==> src/rtl/mv_bcd_converter_pkg.sv <==
// Shared constants, FSM state encoding and helpers for the millivolt
// binary-to-BCD converter that feeds the 7-segment display multiplexer.
package mv_bcd_converter_pkg;

    // Bits per packed BCD digit.
    localparam int BCD_DIGIT_W  = 4;

    // Number of sequencer channels (tags 0..12) and the width of the tag.
    localparam int NUM_CHANNELS = 13;
    localparam int CH_W         = 4;

    // Millivolt value width from the scaler and the matching digit count.
    localparam int MV_WIDTH     = 12;
    localparam int MV_DIGITS    = 4;

    // Converter control states.
    typedef enum logic [1:0] {
        ST_IDLE  = 2'd0,
        ST_SHIFT = 2'd1,
        ST_DONE  = 2'd2
    } conv_state_t;

    // 10**n, used to confirm at elaboration that the digit field can hold
    // the largest binary input.
    function automatic longint unsigned pow10(input int n);
        longint unsigned acc;
        acc = 64'd1;
        for (int k = 0; k < n; k++) begin
            acc = acc * 64'd10;
        end
        return acc;
    endfunction

endpackage

==> src/rtl/mv_bcd_converter_add3_nibble.sv <==
// Double-dabble correction for one BCD digit: a nibble of 5 or more gets +3
// so that the following left shift carries correctly into the next digit.
module bcd_add3_nibble (
    input  logic [3:0] i_nibble,
    output logic [3:0] o_nibble
);

    // Pure combinational correction; values above 9 never occur in a
    // well-formed BCD field, so the 4-bit wrap is irrelevant.
    always_comb begin
        o_nibble = i_nibble;
        if (i_nibble >= 4'd5) begin
            o_nibble = i_nibble + 4'd3;
        end
    end

endmodule

==> src/rtl/mv_bcd_converter.sv <==
// Iterative double-dabble binary-to-BCD converter: one shift per clock,
// valid/ready input handshake, registered digits, blanking mask and channel tag.
module mv_bcd_converter #(
    parameter int WIDTH  = mv_bcd_converter_pkg::MV_WIDTH,
    parameter int DIGITS = mv_bcd_converter_pkg::MV_DIGITS,
    parameter int CH_W   = mv_bcd_converter_pkg::CH_W
) (
    input  logic                  clk,
    input  logic                  rst,
    input  logic                  in_valid,
    output logic                  in_ready,
    input  logic [WIDTH-1:0]      in_data,
    input  logic [CH_W-1:0]       in_ch,
    output logic                  out_valid,
    output logic [4*DIGITS-1:0]   out_bcd,
    output logic [DIGITS-1:0]     out_lz,
    output logic [CH_W-1:0]       out_ch
);

    import mv_bcd_converter_pkg::*;

    // Scratch register layout: {BCD digits, binary value}, shifted as one.
    localparam int BCD_W  = DIGITS * BCD_DIGIT_W;
    localparam int TOT_W  = BCD_W + WIDTH;
    localparam int CNT_W  = (WIDTH > 1) ? $clog2(WIDTH) : 1;
    localparam logic [CNT_W-1:0] LAST_ITER = CNT_W'(WIDTH - 1);

    // Largest binary input versus largest value the digit field can hold.
    localparam longint unsigned MAX_BIN = (64'd1 << WIDTH) - 64'd1;
    localparam longint unsigned MAX_BCD = pow10(DIGITS) - 64'd1;

    generate
        if (MAX_BIN > MAX_BCD) begin : g_range_check
            $error("mv_bcd_converter: DIGITS too small for WIDTH");
        end
    endgenerate

    conv_state_t            r_state;
    logic [TOT_W-1:0]       r_shift;
    logic [CNT_W-1:0]       r_cnt;
    logic [CH_W-1:0]        r_ch;
    logic                   r_in_ready;
    logic                   r_out_valid;
    logic [BCD_W-1:0]       r_out_bcd;
    logic [DIGITS-1:0]      r_out_lz;
    logic [CH_W-1:0]        r_out_ch;

    logic [BCD_W-1:0]       w_bcd_field;
    logic [BCD_W-1:0]       w_bcd_adj;
    logic [TOT_W-1:0]       w_shift_next;
    logic [DIGITS-1:0]      w_lz;

    assign w_bcd_field = r_shift[TOT_W-1:WIDTH];

    // One add-3 corrector per digit, all applied before the common shift.
    generate
        for (genvar gi = 0; gi < DIGITS; gi++) begin : g_add3
            bcd_add3_nibble u_add3 (
                .i_nibble (w_bcd_field[gi*BCD_DIGIT_W +: BCD_DIGIT_W]),
                .o_nibble (w_bcd_adj[gi*BCD_DIGIT_W +: BCD_DIGIT_W])
            );
        end
    endgenerate

    // Corrected digits plus untouched binary part, shifted left by one.
    assign w_shift_next = {w_bcd_adj, r_shift[WIDTH-1:0]} << 1;

    // Leading-zero mask: a digit is blanked only when it and every higher
    // digit are zero; the units digit is always shown.
    generate
        for (genvar gi = 0; gi < DIGITS; gi++) begin : g_lz
            if (gi == 0) begin : g_units
                assign w_lz[gi] = 1'b0;
            end else if (gi == DIGITS - 1) begin : g_top
                assign w_lz[gi] = (w_bcd_field[gi*BCD_DIGIT_W +: BCD_DIGIT_W] == 4'd0);
            end else begin : g_mid
                assign w_lz[gi] = (w_bcd_field[gi*BCD_DIGIT_W +: BCD_DIGIT_W] == 4'd0)
                                  && w_lz[gi+1];
            end
        end
    endgenerate

    // Control FSM with registered handshake and result outputs.
    always_ff @(posedge clk or posedge rst) begin
        if (rst) begin
            r_state     <= ST_IDLE;
            r_shift     <= '0;
            r_cnt       <= '0;
            r_ch        <= '0;
            r_in_ready  <= 1'b0;
            r_out_valid <= 1'b0;
            r_out_bcd   <= '0;
            r_out_lz    <= '0;
            r_out_ch    <= '0;
        end else begin
            r_out_valid <= 1'b0;
            case (r_state)
                ST_IDLE: begin
                    r_in_ready <= 1'b1;
                    if (in_valid && r_in_ready) begin
                        r_shift    <= {{BCD_W{1'b0}}, in_data};
                        r_ch       <= in_ch;
                        r_cnt      <= '0;
                        r_in_ready <= 1'b0;
                        r_state    <= ST_SHIFT;
                    end
                end
                ST_SHIFT: begin
                    r_shift <= w_shift_next;
                    r_cnt   <= r_cnt + 1'b1;
                    if (r_cnt == LAST_ITER) begin
                        r_state <= ST_DONE;
                    end
                end
                ST_DONE: begin
                    r_out_bcd   <= w_bcd_field;
                    r_out_lz    <= w_lz;
                    r_out_ch    <= r_ch;
                    r_out_valid <= 1'b1;
                    r_in_ready  <= 1'b1;
                    r_state     <= ST_IDLE;
                end
                default: begin
                    r_in_ready <= 1'b0;
                    r_state    <= ST_IDLE;
                end
            endcase
        end
    end

    assign in_ready  = r_in_ready;
    assign out_valid = r_out_valid;
    assign out_bcd   = r_out_bcd;
    assign out_lz    = r_out_lz;
    assign out_ch    = r_out_ch;

endmodule

==> config.mk <==
export PLATFORM = sky130hd
export DESIGN_NAME = mv_bcd_converter
export DESIGN_NICKNAME = d
export VERILOG_FILES = /design/src/rtl/mv_bcd_converter_pkg.sv /design/src/rtl/mv_bcd_converter_add3_nibble.sv /design/src/rtl/mv_bcd_converter.sv
export SDC_FILE = /design/constraint.sdc
export NUM_CORES = 1
export LEC_CHECK = 0
export ABC_AREA = 0
export BUFFER_PORTS_ARGS = -buffer_cell sky130_fd_sc_hd__buf_2
export CAP_MARGIN = 20
export CORE_ASPECT_RATIO = 1.25
export CORE_UTILIZATION = 45
export CTS_BUF_LIST = sky130_fd_sc_hd__clkbuf_8
export CTS_CLUSTER_DIAMETER = 200
export DETAILED_ROUTE_END_ITERATION = 8
export GPL_TIMING_DRIVEN = 0
export PLACE_DENSITY_LB_ADDON = 0.08
export SLEW_MARGIN = 20
export SYNTH_ARGS = -nofsm -noshare
export SYNTH_HDL_FRONTEND = slang
export SYNTH_SLANG_ARGS = --single-unit
==> constraint.sdc <==
create_clock -name clk -period 1.8 [get_ports clk]
set_input_delay 0.09 -clock clk [delete_from_list [all_inputs] [get_ports clk]]
set_output_delay 0.09 -clock clk [all_outputs]
set_load 0.05 [all_outputs]
==> results.md, run 1 <==
* Status: completed
* Actual slew at the worst max-slew pin at 0.7461 ns
* Clock buffer count from CTS at 9
* Hold Path Class: in -> reg
* Antenna Nets Post-Route at 0
* Layout cells sized above 1 at 27.19%
* Synth cell types at 33
* Post-synthesis sequential area ratio at 56.53%
* Register bit count reported by yosys at 63
* Total power at 6317 uW
* Avg Inst Size Synth at 10.94 sq um
* Pre-CTS WS at 0.2162 ns
* Worst IR drop on VDD at 0.0007474 V
* Ant diodes at 0
* Routability Congestion at 0.7351
* Synth Net Count at 285
* Worst rel slew slack at 50.15%
* Max Cap Violations at 0
* Cells after Synth at 255
* CTS tree: yes
* Worst skew pair latency at 0.33 ns
* Rows at 31
* Final HPWL DP at 3874 microns
* Total gr overflow at 0
* Filler cells at 531
* Clock-pin slew on the worst setup and hold paths at 0.06 ns
* Final Cycle Share at 88.59%
* Crit path DAT at 1.82 ns
* Hold Fails Final Rpt at 0
* Drt wl/cell at 13.85 microns
* Static Leak at 0.001724 uW
* Pwr dens at 1802 nW/um^2
* Layout area overhead at 25.71%
* Nets at 356
* Number of antenna violations at the first check in global routing at 0
* RSZ-0062 raised after global routing: false
* Die height at 90.02 microns
* Post-route setup slack at 0.2054 ns
* # IOs at 45
* First-pass GRT wire length at 9473 microns
* Slew Limit Fails at 0
* H-tree levels at 3
* Critical path capture point type: register
* Clk buf depth at 2
* Fmax at 627.1 MHz
* Root Buffer: clkbuf_8
* TritonRoute pass-1 iters at 4
* Die Width at 72.42 microns
* Initial Utilization at 47.30%
* DRT iter0 DRCs at 88
* Worst Setup Path Type: reg -> reg
* Largest net degree at the start of global routing at 45
* CP required at 2.02 ns
* Synth Warn # at 0
* Cts repair resizes at 0
* Buffers on Ports at 43
* Full die area at 6518 sq um
* # setup viols final at 0
* Total Routed Length at 5722 microns
* Layout Skew at 0.004363 ns
* Min Tclk post-route at 1.595 ns
* Via count at 2,093
* Core ar. at 5896 sq um
* CTS Sinks at 63
* GR Util All Layers at 19.45%
* Vias in the first global route at 2,005
* Via density at 5.068
* Post-Syn Area at 2789 sq um
* Drt drc at 0
* Worst-path fanout max at 10
* Startpoint Class: register
-- per-layer routing --
metal	wire length (microns)	vias up	GRT usage [%]	part of all wire [%]
li1	-	1028	-	-
met1	2655	1014	24.04	46
met2	2822	42	31.70	49
met3	146	9	4.709	2.6
met4	97	0	8.824	1.7
met5	0	-	0	0
-- cells by family after synthesis --
| group | Yosys count | share of synthesized area, % |
|---|---|---|
| adder cells (fa/ha/maj) | 11 | 4.935 |
| buffers and inverters | 24 | 4.351 |
| AND/OR/NAND/NOR | 80 | 13.15 |
| flip-flops | 63 | 56.53 |
| other | 1 | 0.1345 |
| multiplexers | 13 | 5.249 |
| XOR/XNOR | 5 | 1.570 |
| AO/OA/AOI/OAI | 58 | 14.09 |
-- worst max-delay path, stage by stage, from the launching register on --
cell and delay (ns):
dfrtp_1 0.42, nand2b_4 0.16, or3b_1 0.42, buf_6 0.16
buf_8 0.14, o22ai_2 0.12, nor2_1 0.06
-- final timing paths --
| check | start | endpoint | slack (ns) | depth (start not counted) |
|---|---|---|---|---|
| min reg2reg | out_bcd[5]$_DFFE_PP0P_ | out_bcd[5]$_DFFE_PP0P_ | 0.47 | 2 |
| max | r_state[1]$_DFFE_PP0P_ | r_shift[4]$_DFFE_PP0P_ | 0.21 | 6 |
| min in group asynchronous | rst | out_bcd[10]$_DFFE_PP0P_ | 0.24 | 3 |
| max in group asynchronous | rst | out_ch[0]$_DFFE_PP0P_ | 1.06 | 4 |
| min | in_data[11] | r_shift[11]$_DFFE_PP0P_ | 0.02 | 3 |
| max reg2reg | r_state[1]$_DFFE_PP0P_ | r_shift[4]$_DFFE_PP0P_ | 0.21 | 6 |
-- where the power goes --
part           leakage (uW)  internal (uW)  total [uW]  switching [uW]
clock              0.000114            743        1260             516
combinational      0.000805            968        2670            1700
sequential         0.000805           1990        2390             400
total               0.00172           3700        6320            2620
-- per-stage QoR --
stage | utilization (%) | area, sq um | cells | hold WS (ns) | TNS [ns]
2_1_floorplan | - | 2789 | 255 | 0.1954 | 0
3_3_place_gp | 52.70 | 3107 | 380 | 0.2820 | -43.77
3_5_place_dp | 53.20 | 3137 | 381 | 0.06234 | 0
4_1_cts | 59.47 | 3506 | 413 | 0.002877 | 0
5_1_grt | 59.47 | 3506 | 413 | 0.02245 | 0
6_report | 59.47 | 3506 | 413 | 0.02142 | 0
-- flip-flops by register name, summed over array words and instances, names as in the netlist --
register and cells:
out_lz 3, out_ch 4, in_ready 1, out_valid 1, r_cnt 4, r_shift 28, r_ch 4, out_bcd 16
r_state 2
-- cells in the mapped netlist --
library cell  count  area share (%)
a32o_1            4             1.4
o22ai_2           4             1.8
xor2_1            1            0.31
a22o_1            2            0.63
buf_6             1            0.40
nand4_1           1            0.22
mux2_2           13             5.2
o32ai_1           1            0.31
dfrtp_1          63              57
xnor2_1           4             1.3
buf_2             7             1.3
buf_4             1            0.27
nand2_1          30             4.0
a21oi_1          10             1.8
nand2b_4          1            0.49
o311ai_0          4             1.3
inv_1            10             1.3
buf_8             1            0.54
o21ai_1           2            0.36
nand2b_1          6             1.3
nand3_1           7             1.3
o22ai_1          13             2.9
or3b_1            1            0.31
conb_1            1            0.13
nor3b_1           4             1.1
o21ai_0          14             2.5
or2_2             1            0.22
nor3_1            2            0.36
and2b_2           1            0.31
ha_1             11             4.9
nor2_1           26             3.5
clkbuf_1          4            0.54
o31ai_1           4             1.1
-- layout make-up --
type | instances | area, sq um | share of cell area (%)
Tap cell | 82 | 102.6 | 2.926
Clock buffer | 12 | 165.2 | 4.711
Sequential cell | 63 | 1577 | 44.97
Multi-Input combinational cell | 168 | 1091 | 31.12
Timing Repair Buffer | 60 | 402.9 | 11.49
Buffer | 14 | 83.83 | 2.391
Inverter | 10 | 40.04 | 1.142
Clock inverter | 4 | 43.79 | 1.249
-- cells in the final DEF (no fill, tap or decap), types with 2 or more instances in the layout --
master and n:
o22ai_2 4, ha_1 11, a21oi_1 10, inv_1 10
nor3b_1 4, clkbuf_1 4, o21ai_1 2, o31ai_1 4
clkbuf_8 12, o22ai_1 13, a32o_1 4, clkinv_2 2
mux2_2 13, nor2_1 26, dfrtp_1 63, nand2b_1 6
o311ai_0 4, buf_2 50, a22o_1 2, o21ai_0 14
nand3_1 7, xnor2_1 4, nor3_1 2, dlygate4sd3_1 16
nand2_1 30
-- repair_timing --
| action | in CTS | in global routing |
|---|---|---|
| hold endpoints to repair | 34 | 0 |
| hold buffers | 16 | 0 |
| buffers inserted | 0 | 0 |
No activity file was read; power rests on OpenSTA's default activity.
==> inputs of run 2 (changes only) <==
Settings changed: CORE_MARGIN set to 1.5.
==> results.md, run 2 (synthesized netlist as in run 1, its figures left out) <==
* Status: completed
* Root Buffer: clkbuf_8
* CP required at 2.03 ns
* GR Util All Layers at 19.46%
* Static Leak at 0.001732 uW
* CTS Sinks at 63
* Worst-path fanout max at 10
* Rows at 31
* Actual slew at the worst max-slew pin at 0.7121 ns
* H-tree levels at 3
* R2R Setup Slk at 0.22 ns
* Register-to-Register Path Depth at 6
* Clock-pin slew on the worst setup and hold paths at 0.07 ns
* Number of antenna violations at the first check in global routing at 0
* # IOs at 45
* Setup_tns at 0 ns
* RSZ-0062 raised after global routing: false
* Layout area overhead at 27.01%
* Die Width at 73.42 microns
* Hold Fails Final Rpt at 0
* Cts repair resizes at 0
* Total gr overflow at 0
* Final HPWL DP at 3790 microns
* Pwr dens at 1850 nW/um^2
* Crit path to: r_shift[3]$_DFFE_PP0P_
* Total Routed Length at 5654 microns
* CTS tree: yes
* Worst Setup Path Type: reg -> reg
* Crit path DAT at 1.81 ns
* Routability Congestion at 0.7378
* Final Cycle Share at 87.82%
* Die height at 91.02 microns
* Via density at 5.121
* Min Tclk post-route at 1.581 ns
* Hold Path Class: in -> reg
* Layout cells sized above 1 at 27.49%
* Worst skew pair latency at 0.34 ns
* Largest register FFs at 28
* Leading cell types in the layout, fill and taps excluded: 63 x dfrtp_1, 50 x buf_2, 30 x nand2_1
* Via count at 2,115
* Clk buf depth at 2
* Post-CTS Setup Repair Bufs at 0
* Fmax at 632.6 MHz
* # setup viols final at 0
* Antenna Nets Post-Route at 0
* Biggest register: r_shift
* DRT iter0 DRCs at 113
* Design Area, Final at 3542 sq um
* Drt wl/cell at 13.69 microns
* Critical path capture point type: register
* Worst rel slew slack at 52.42%
* Initial Utilization at 47.30%
* Reg2reg end: r_shift[3]$_DFFE_PP0P_
* Largest net degree at the start of global routing at 45
* Buffers on Ports at 43
* First-pass GRT wire length at 9867 microns
* Drt drc at 0
* Reg2reg start: r_state[1]$_DFFE_PP0P_
* Clock buffer count from CTS at 9
* Slew Limit Fails at 0
* Core ar. at 5896 sq um
* Nets at 356
* Ant diodes at 0
* Max Cap Violations at 0
* Full die area at 6682 sq um
* Placed instance area at 3137 sq um
* Startpoint Class: register
* TritonRoute pass-1 iters at 5
* Worst IR drop on VDD at 0.0007814 V
* Commonest non-fill, non-tap cell in the layout: dfrtp_1
* Layout Skew at 0.005183 ns
* Setup crit start: r_state[1]$_DFFE_PP0P_
* Vias in the first global route at 2,102
[run 2: cell types whose count changed in the layout (fill, tap and decap cells not counted), sizes merged]
| cell | change |
|---|---|
| bufinv | +2 |
| clkbuf | -2 |
| clkinvlp | +1 |
| inv | -1 |
[run 2: per-stage QoR]
step | hold slack, ns | total power (uW) | utilization, % | setup slack, ns | std cells
global route | 0.01987 | 7028 | 60.08 | 0.05826 | 413
finish | 0.02317 | 6553 | 60.08 | 0.2192 | 413
CTS | 0.0006588 | 6624 | 60.08 | 0.2085 | 413
global placement | 0.2810 | 5009 | 52.70 | -0.6921 | 380
detailed placement | 0.06203 | 5074 | 53.20 | 0.2169 | 381
floorplan | 0.1954 | 4424 | - | 0.1403 | 255
[run 2: layer usage]
metal  wire, microns  up-vias  share of wire [%]  global-route usage [%]
li1                -     1027                  -                       -
met2            2789       44                 49                   30.53
met3             201        7                3.6                   5.105
met1            2555     1037                 45                   25.36
met4             108        0                1.9                   7.870
met5               0        -                  0                       0
[run 2: worst max-delay path, stage by stage, from the launching register on]
cell and delay [ns]:
dfrtp_1 0.42, nand2b_4 0.16, or3b_1 0.42, buf_6 0.16, buf_8 0.14, o22ai_2 0.11, nor2_1 0.06
[run 2: worst min path at each step]
| stage | startpoint | endpoint | depth (start not counted) |
|---|---|---|---|
| detailed placement | rst | out_bcd[10]$_DFFE_PP0P_ | 2 |
| global route | in_data[3] | r_shift[3]$_DFFE_PP0P_ | 3 |
| CTS | in_data[3] | r_shift[3]$_DFFE_PP0P_ | 3 |
| finish | in_data[3] | r_shift[3]$_DFFE_PP0P_ | 3 |
| global placement | in_ch[0] | r_ch[0]$_DFFE_PP0P_ | 3 |
| floorplan | in_ch[0] | r_ch[0]$_DFFE_PP0P_ | 2 |
[run 2: cell type report]
class	instances	area (sq um)
inverters	10	40.04
fillers	559	2354
repair buffers	60	402.9
clock buffers	10	137.6
multi-input cells	168	1091
well taps	82	102.6
clock inverters	6	107.6
plain buffers	14	83.83
flip-flops and latches	63	1577
[run 2: repair_timing]
| action | 4_1_cts | 5_1_grt |
|---|---|---|
| endpoints found under the hold margin | 34 | 0 |
| setup endpoints to repair | 0 | 0 |
| hold buffers | 16 | 0 |
[run 2: power by group]
group	switching [uW]	internal [uW]
Combinational	1700	969
Clock	561	952
Sequential	387	1980
Total	2650	3910
